===== src/rtl/vga_timing_gen.sv =====
// Raster timing generator: horizontal/vertical scan counters with registered,
// mutually aligned position, blanking, sync and start-pulse outputs.
module vga_timing_gen #(
    parameter int H_ACTIVE = 640,
    parameter int H_FP     = 16,
    parameter int H_SYNC   = 96,
    parameter int H_BP     = 48,
    parameter int V_ACTIVE = 480,
    parameter int V_FP     = 10,
    parameter int V_SYNC   = 2,
    parameter int V_BP     = 33,
    parameter bit HS_POL   = 1'b0,
    parameter bit VS_POL   = 1'b0
) (
    input  logic       pixel_clk,
    input  logic       sys_reset_n,
    input  logic       i_enable,
    output logic [9:0] pixel_x,
    output logic [9:0] pixel_y,
    output logic       video_on,
    output logic       o_hsync,
    output logic       o_vsync,
    output logic       o_line_start,
    output logic       o_frame_start,
    output logic [7:0] o_frame_cnt
);

    localparam int H_TOTAL = H_ACTIVE + H_FP + H_SYNC + H_BP;
    localparam int V_TOTAL = V_ACTIVE + V_FP + V_SYNC + V_BP;

    generate
        if (H_TOTAL > 1024 || V_TOTAL > 1024) begin : g_size_check
            $error("vga_timing_gen: H_TOTAL and V_TOTAL must not exceed 1024");
        end
    endgenerate

    localparam logic [9:0]  H_LAST = 10'(H_TOTAL - 1);
    localparam logic [9:0]  V_LAST = 10'(V_TOTAL - 1);
    // 11-bit bounds so a sync interval ending exactly at 1024 stays representable
    localparam logic [10:0] H_ACT  = 11'(H_ACTIVE);
    localparam logic [10:0] HS_BEG = 11'(H_ACTIVE + H_FP);
    localparam logic [10:0] HS_END = 11'(H_ACTIVE + H_FP + H_SYNC);
    localparam logic [10:0] V_ACT  = 11'(V_ACTIVE);
    localparam logic [10:0] VS_BEG = 11'(V_ACTIVE + V_FP);
    localparam logic [10:0] VS_END = 11'(V_ACTIVE + V_FP + V_SYNC);

    typedef enum logic {IDLE, RUN} state_t;

    state_t     state_q;
    state_t     state_nx;
    logic [9:0] h_cnt;
    logic [9:0] v_cnt;
    logic [9:0] h_nx;
    logic [9:0] v_nx;
    logic       run_nx;
    logic       frame_start_nx;

    function automatic logic in_range(input logic [9:0] pos, input logic [10:0] lo,
                                      input logic [10:0] hi);
        return ({1'b0, pos} >= lo) && ({1'b0, pos} < hi);
    endfunction

    always_comb begin
        state_nx = i_enable ? RUN : IDLE;
        h_nx     = '0;
        v_nx     = '0;
        if (i_enable && state_q == RUN) begin
            if (h_cnt == H_LAST) begin
                h_nx = '0;
                v_nx = (v_cnt == V_LAST) ? 10'd0 : v_cnt + 10'd1;
            end else begin
                h_nx = h_cnt + 10'd1;
                v_nx = v_cnt;
            end
        end
        run_nx         = (state_nx == RUN);
        frame_start_nx = run_nx && (h_nx == 10'd0) && (v_nx == 10'd0);
    end

    // Output stage: every output is registered from the same next position
    always_ff @(posedge pixel_clk or negedge sys_reset_n) begin
        if (!sys_reset_n) begin
            state_q       <= IDLE;
            h_cnt         <= '0;
            v_cnt         <= '0;
            video_on      <= 1'b0;
            o_hsync       <= ~HS_POL;
            o_vsync       <= ~VS_POL;
            o_line_start  <= 1'b0;
            o_frame_start <= 1'b0;
            o_frame_cnt   <= '0;
        end else begin
            state_q       <= state_nx;
            h_cnt         <= h_nx;
            v_cnt         <= v_nx;
            video_on      <= run_nx && ({1'b0, h_nx} < H_ACT) && ({1'b0, v_nx} < V_ACT);
            o_hsync       <= (run_nx && in_range(h_nx, HS_BEG, HS_END)) ? HS_POL : ~HS_POL;
            o_vsync       <= (run_nx && in_range(v_nx, VS_BEG, VS_END)) ? VS_POL : ~VS_POL;
            o_line_start  <= run_nx && (h_nx == 10'd0);
            o_frame_start <= frame_start_nx;
            if (frame_start_nx) begin
                o_frame_cnt <= o_frame_cnt + 8'd1;
            end
        end
    end

    assign pixel_x = h_cnt;
    assign pixel_y = v_cnt;

endmodule

===== config.mk =====
export PLATFORM = sky130hd
export DESIGN_NAME = vga_timing_gen
export DESIGN_NICKNAME = d
export VERILOG_FILES = /design/src/rtl/vga_timing_gen.sv
export SDC_FILE = /design/constraint.sdc
export NUM_CORES = 1
export LEC_CHECK = 0
export CAP_MARGIN = 20
export CORE_MARGIN = 2
export CORE_UTILIZATION = 47
export CTS_CLUSTER_DIAMETER = 50
export DETAILED_ROUTE_END_ITERATION = 8
export HOLD_SLACK_MARGIN = 0.08
export PLACE_DENSITY = 0.75
export SLEW_MARGIN = 20
export SYNTH_ARGS = -nofsm -noshare
export SYNTH_HDL_FRONTEND = slang
export SYNTH_SLANG_ARGS = --single-unit

===== constraint.sdc =====
create_clock -name pixel_clk -period 2.8 [get_ports pixel_clk]
set_input_delay 0.56 -clock pixel_clk [delete_from_list [all_inputs] [get_ports pixel_clk]]
set_output_delay 0.56 -clock pixel_clk [all_outputs]
set_load 0.02 [all_outputs]

* Word level (Yosys, flattened, before mapping) *
Cells that the tools add are included.

storage, ports and cells
  input port bits = 3
  register bits = 34

operators by class
  add/subtract/negate cells = 3
  equality and inequality tests = 2
  $lt $le $gt $ge = 6
  mux-type cells = 8
  reductions and logical operators = 11

operators with widths
  kind                     number
  $mux W10                 5
  $add A10 B1 Y10 const B  2
  $eq A10 B10 Y1 const B   2
  $logic_not A10 Y1        2
  $lt A10 B10 Y1 const B   2
  $lt A10 B9 Y1 const B    2
  $ge A10 B10 Y1 const B   1
  $ge A10 B9 Y1 const B    1
  $logic_and A1 B1 Y1      9
  $add A8 B1 Y8 const B    1
  $mux W1                  3

* Logic depth before layout (Yosys ltp) *
Gate-level depths: netlist of the first run.

  depth in word-level cells = 8
  gate-level depth with buffers = 9

* Worst setup path after synthesis of the first run *
OpenSTA, ideal clock, no wires.

  kind = register to register
  start point = reg h_cnt[0], in the netlist pixel_x[0]
  end point = reg o_frame_cnt[1]
  clock period less this slack = 2.751 ns
  library setup time = 0.128 ns
  stages on the path, launching flop included = 10
  path buffers = 1
  slack = 0.049 ns
  data arrival time = 2.623 ns
  path through = dfrtp_1 ha_1 and4_1 buf_6 nand3_4 or4_4 a21boi_2 a41oi_4 nor2_1 mux2_1

between the ends
  cells in the longest elaborated chain, start to end = 6
  elaborated cells on any way between the ends = 10

ends and longest elaborated chain
  item                                                      line    RTL
  start, declared                                           51      logic [9:0] h_cnt;
  start signal, assigned                                    94      h_cnt <= h_nx;
  $add A10 B1 Y10 / $eq A10 B10 Y1 (equally long branches)  72, 68
  $mux W10                                                  68      if (h_cnt == H_LAST) begin
  $mux W10                                                  67      if (i_enable && state_q == RUN) begin
  $logic_not A10 Y1                                         77      frame_start_nx = run_nx && (h_nx == 10'd0) && (v_nx == 10'd0);
  $logic_and A1 B1 Y1                                       77
  $logic_and A1 B1 Y1 (*)                                   77
  named net frame_start_nx                                  56      logic frame_start_nx;
  end signal, assigned                                      102     o_frame_cnt <= o_frame_cnt + 8'd1;
  end, declared                                             25      output logic [7:0] o_frame_cnt

Mark *: on every way through the listed nets, which the timed path passes. The rest lies on a longest branch.
A chain may end at the register's enable or synchronous reset.

* Worst setup path after layout of the first run *
  start point = reg h_cnt[6], in the netlist pixel_x[6]
  end point = reg o_frame_cnt[6]

between the ends
  cells in the longest elaborated chain, start to end = 6
  elaborated cells on any way between the ends = 10

ends and longest elaborated chain
  item                                                      line
  $add A10 B1 Y10 / $eq A10 B10 Y1 (equally long branches)  72, 68
  $mux W10                                                  68
  $mux W10                                                  67
  $logic_not A10 Y1                                         77
  $logic_and A1 B1 Y1                                       77
  $logic_and A1 B1 Y1 (*)                                   77

Mark *: on every way between the ends. The rest lies on a longest branch, timed or not.

==> flow_summary.ini, run 1 <==
[final_layout]
fillerInstances = 344
final_cell_mix = clkdlybuf4s50_1 (35), dfrtp_1 (32), nor2_1 (22), nand2_1 (21), buf_4 (17)
final_common_cell = clkdlybuf4s50_1
final_layout_size_suffix_gt1_frac = 0.1440
n_antenna_cell = 0
final_cell_area_mm2 = 0.002527
layout.nets = 256
area_growth_pct = 29.82

[worst_setup_path]
regToRegEndpoint = o_frame_cnt[6]
reg2reg_depth = 7
crit_arrival_ps = 2780
required_ps = 3020
startpoint_type = flip-flop
cp_top_family = simple AND/OR/NAND/NOR gates
critPathKind = flip-flop to flip-flop
path_cells = or3_4, nor4_1, nand3_1, xor2_1, a41oi_4, nor4_1, xor2_1
path_buf_inv = 0
critPathCaptureType = flip-flop
endpoint = o_frame_cnt[6]
path_depth = 7
r2r_slack_ps = 240
slowest_stage = dfrtp_1
crit_start = pixel_x[6]
crit_path_max_fanout = 7
rr_startpoint = pixel_x[6]
slowest_delay_ps = 430

[clock_tree]
cts_tree = done
cts_resized = 0
ctsLongestPathBuffers = 2
cts_max_level = 2
clockRootBuffer = clkbuf_8
cts_buffers = 5
clock-sinks = 34
clk_transition_reported_paths_ps = 70
clock_latency_ps = 290

[yosys]
synthesis.area_mm2 = 0.001947
synth-edff-count = 0
synthAdderAreaFrac = 0.02571
synthCells = 195
async_flop_share = 1.000
synth_seq_cells = 34
syn_nets = 202
synth_top_family_by_area = simple AND/OR/NAND/NOR gates
synth_mux_area_frac = 0.01093
synth_area_per_cell_um2 = 9.984
synth_ff_type = dfrtp_1
synth_simple_gate_area_frac = 0.3001
synthDistinctLibCells = 45
synth-xor-area-share = 0.09897
synth_compound_gate_area_share = 0.09640
yosysWarnings = 0
ys_seq_area_frac = 0.4383

[detailed_routing]
dr.pass1.iters = 5
drtIter0Drc = 90
wl_per_cell_um = 14.62
drt_wl_total_um = 4385
vias_per_cell = 5.587
ant_nets = 0
remaining_drc_errors = 0
num_vias = 1676

[timing]
rsz0062_at_grt = false
worst_slack_ps = 242.9
fin_crit_ps = 2557
worst_slew_pin_slew_ps = 438.5
finalCritPeriodShare = 0.9132
setup_viol = 0
finClkSkew_ps = 8.188
drv_slew = 0
setup-tns-final_ps = 0
slew_headroom = 0.7076
finalHoldViolCount = 0
fmax_ghz = 0.3911

[die]
floorplan.die_area_mm2 = 0.004673
die_h_um = 68.36
die_width_um = 68.36
top_level_ports = 36
core_area_mm2 = 0.004000
rows = 23
start_util = 0.4867

[grt]
grt_overflow = 0
grt_pass1_vias = 1598
antenna_found_initial = 0
grt_max_degree = 35
track_usage = 0.2138
grt_pass1_wl_um = 7251

[worst_hold_path]
hold_path_class = flip-flop to flip-flop

[power]
vdd_drop_max_mv = 0.4498
power_mw = 1.308
p_leak_nw = 1.005
p_per_area_mw_per_mm2 = 517.6

[flow_run]
drv_cap = 0

[placement]
hpwl_um = 3279
gp_congestion = 0.8790
place_ws_ps = 98.26
port_buffers = 35
placed_area_mm2 = 0.002437

[status]
status = completed
[synth_stat cells, types with 2 or more instances]
library cell	count	share of area
and3_1	2	0.0064
a21oi_1	5	0.013
nand4b_1	3	0.013
ha_1	4	0.026
nor3b_1	3	0.012
o21ai_0	4	0.010
a31oi_1	4	0.013
or3_1	3	0.0096
dfrtp_1	32	0.41
buf_6	2	0.012
xor2_1	15	0.067
and4_1	2	0.0090
nor2_1	22	0.042
nor4_1	6	0.019
nand4_1	10	0.032
nand2_1	21	0.040
buf_4	2	0.0077
and4b_1	2	0.010
nor3_1	3	0.0077
or4_1	2	0.0077
dfstp_2	2	0.027
o31ai_1	2	0.0077
nand3_1	9	0.023
xnor2_1	7	0.031
inv_1	4	0.0077
and2_1	5	0.016
[flip-flops by register name, summed over array words and instances (netlist names)]
signal and cells:
o_vsync 1, o_hsync 1, pixel_y 10, o_frame_cnt 8
o_frame_start 1, pixel_x 10, video_on 1, state_q 1
o_line_start 1
[area by class of cell]
type                       count  area (um^2)  share of cell area
multi-input combinational    152         1036              0.4099
sequential                    34        853.3              0.3376
timing repair buffer          52        478.0              0.1891
clock buffer                   6        72.57             0.02871
tap                           50        62.56             0.02475
inverter                       4        15.01            0.005941
clock inverter                 2        10.01            0.003960
[metal layers]
metal  share of wire  track usage
met2            0.47       0.3325
met5               0            0
met4           0.023       0.1025
met1            0.47       0.2775
met3           0.039      0.05428
[how the worst min path moves through the flow]
stage	start	to	slack (ps)	cells after the start
2_1_floorplan	sys_reset_n	o_frame_cnt[0]	260	0
3_3_place_gp	o_frame_cnt[7]	o_frame_cnt[7]	460	1
3_5_place_dp	o_frame_cnt[7]	o_frame_cnt[7]	460	1
4_1_cts	o_frame_cnt[7]	o_frame_cnt[7]	470	1
5_1_grt	o_frame_cnt[7]	o_frame_cnt[7]	510	1
6_report	o_frame_cnt[7]	o_frame_cnt[7]	470	1
[through the flow]
stage	cells	util	hold WS [ps]
2_1_floorplan	195	-	264.4
3_3_place_gp	291	0.6093	459.8
3_5_place_dp	291	0.6093	456.1
4_1_cts	299	0.6300	470.0
5_1_grt	300	0.6318	505.6
6_report	300	0.6318	467.9
[what timing repair did]
| action | 4_1_cts | 5_1_grt |
|---|---|---|
| hold buffers | 0 | 0 |
| setup buffers | 0 | 1 |
| setup endpoints to repair | 0 | 1 |
[logic make-up (layout without fill, tap and decap cells)]
logic type / count (synthesis) / count (layout)
AND/OR/NAND/NOR: 101 / 101
flip-flops: 34 / 34
AO/OA/AOI/OAI: 23 / 23
XOR/XNOR: 22 / 22
buffers and inverters: 9 / 64
adder cells (fa/ha/maj): 4 / 4
multiplexers: 2 / 2
[power breakdown]
group          switching [mW]  total (mW)  internal [mW]
combinational           0.165       0.331          0.166
sequential             0.0696       0.624          0.555
clock                   0.180       0.353          0.172
Note: power is estimated with default switching activity, not from simulation.
==> inputs of run 2 (changes only) <==
Settings changed: ABC_CLOCK_PERIOD_IN_PS set to 2400, PLACE_DENSITY 0.75 to 0.72.
Clock period 2.8 ns to 2.4 ns, I/O delays scaled along.
==> run 2 against run 1 <==
Clock-buffer cell count is 1 lower; sequential power up 17%; critical path depth grew 1; clock skew rose by 1.6 ps; cell count grew 9.3%; routed wire length up 14%; first-iteration DRC count is 14% lower; maximum frequency rose by 5.7%; register-to-register slack got worse by 260 ps; hold slack better by 3.3 ps; die area is the same; the run now ends with setup timing left; largest power group unchanged; non-clock buffer count rose by 28.
==> flow_summary.ini, run 2 (same netlist as run 1, synthesis figures left out) <==
[timing]
fmax_ghz = 0.4135
worst_slew_pin_slew_ps = 435.7
worst_slack_ps = -18.47
setup_viol = 1
drv_slew = 0
fin_crit_ps = 2418
finClkSkew_ps = 9.748
slew_headroom = 0.7095
finalHoldViolCount = 0
rsz0062_at_grt = true
finalCritPeriodShare = 1.008

[detailed_routing]
vias_per_cell = 5.570
num_vias = 1827
remaining_drc_errors = 0
drt_wl_total_um = 5004
ant_nets = 0
drtIter0Drc = 77
dr.pass1.iters = 4
wl_per_cell_um = 15.26

[die]
floorplan.die_area_mm2 = 0.004673
core_area_mm2 = 0.004000
rows = 23
top_level_ports = 36
die_width_um = 68.36
start_util = 0.4867
die_h_um = 68.36

[clock_tree]
cts_tree = done
clk_transition_reported_paths_ps = 80
cts_buffers = 5
cts_max_level = 2
clockRootBuffer = clkbuf_8
clock-sinks = 34
clock_latency_ps = 290
ctsLongestPathBuffers = 2

[worst_setup_path]
reg2reg_depth = 8
endpoint = o_frame_cnt[1]
crit_path_max_fanout = 7
rr_startpoint = pixel_x[5]
crit_start = pixel_x[5]
critPathCaptureType = flip-flop
regToRegEndpoint = o_frame_cnt[1]
startpoint_type = flip-flop
r2r_slack_ps = -20
critPathKind = flip-flop to flip-flop
required_ps = 2580
crit_arrival_ps = 2600

[grt]
grt_pass1_vias = 1777
grt_overflow = 0
track_usage = 0.2402
grt_pass1_wl_um = 8252
grt_max_degree = 35
antenna_found_initial = 0

[final_layout]
fillerInstances = 300
n_antenna_cell = 0
area_growth_pct = 50.13
final_common_cell = buf_4
final_cell_area_mm2 = 0.002923
layout.nets = 284
final_cell_mix = buf_4 (44), clkdlybuf4s50_1 (35), dfrtp_1 (28), nand2_1 (21), nor2_1 (21)
final_layout_size_suffix_gt1_frac = 0.3094
fin_util = 0.7307

[status]
violations = setup timing
status = finished with violations

[power]
p_per_area_mw_per_mm2 = 617.3
power_mw = 1.804
p_leak_nw = 1.187
vdd_drop_max_mv = 0.5125

[placement]
hpwl_um = 3654
placed_area_mm2 = 0.002680
port_buffers = 35
gp_congestion = 0.9605

[flow_run]
drv_cap = 0

[worst_hold_path]
hold_path_class = flip-flop to flip-flop
==> run 2: changes by cell type in the layout (fill, tap and decap cells not counted), sizes merged <==
cell	delta
clkinv	-1
clkbuf	-1
buf	+28
bufinv	+2
==> run 2: worst max-delay path, stage by stage, from the launching register on <==
cell and delay (ps):
dfrtp_2 430, buf_4 150, nor3_4 240, nand3_4 100, or4_4 500, a21boi_4 180, a41oi_4 210, nor2_2 180
mux2_4 310
==> run 2: per-layer routing <==
layer	wire [um]	global-route usage	vias up	share of wire
met1	2184	0.3096	917	0.44
met5	0	0	-	0
li1	-	-	872	-
met2	2630	0.4150	33	0.53
met3	131	0.03454	5	0.026
met4	58	0.07500	0	0.012
==> run 2: final cells by class <==
class                   instances  area [um^2]  share of cell area
clock inverters                 3        68.82             0.02354
repair buffers                 80        691.9              0.2367
multi-input cells             152         1157              0.3960
flip-flops and latches         34        858.3              0.2937
inverters                       4        15.01            0.005137
well taps                      50        62.56             0.02140
clock buffers                   5        68.82             0.02354
==> run 2: metrics by stage <==
step | TNS [ps] | hold slack [ps] | std cells | setup slack [ps]
global route | -537.6 | 498.6 | 328 | -121.4
CTS | -36.96 | 471.5 | 327 | -36.96
detailed placement | -1002 | 461.8 | 318 | -190.3
finish | -18.47 | 471.2 | 328 | -18.47
floorplan | -250.4 | 184.4 | 195 | -83.75
global placement | -139.2 | 459.7 | 318 | -41.90
==> run 2: worst min-delay path by stage <==
stage,depth (start not counted),endpoint,slack [ps],start
global route,1,o_frame_cnt[7],500,o_frame_cnt[7]
floorplan,0,o_frame_cnt[0],180,sys_reset_n
finish,1,o_frame_cnt[7],470,o_frame_cnt[7]
detailed placement,1,o_frame_cnt[7],460,o_frame_cnt[7]
CTS,1,o_frame_cnt[7],470,o_frame_cnt[7]
global placement,1,o_frame_cnt[7],460,o_frame_cnt[7]
==> run 2: what timing repair did <==
item,in CTS,in global routing
gates resized for setup,5,12
buffers inserted,1,1
endpoints found under the setup margin,4,9
hold buffers,0,0
pin swaps,5,4
==> run 2: report_power, final <==
part	leakage (nW)	internal (mW)	switching (mW)
clock network	0.0683	0.416	0.224
logic	0.683	0.213	0.218
registers	0.436	0.647	0.0862
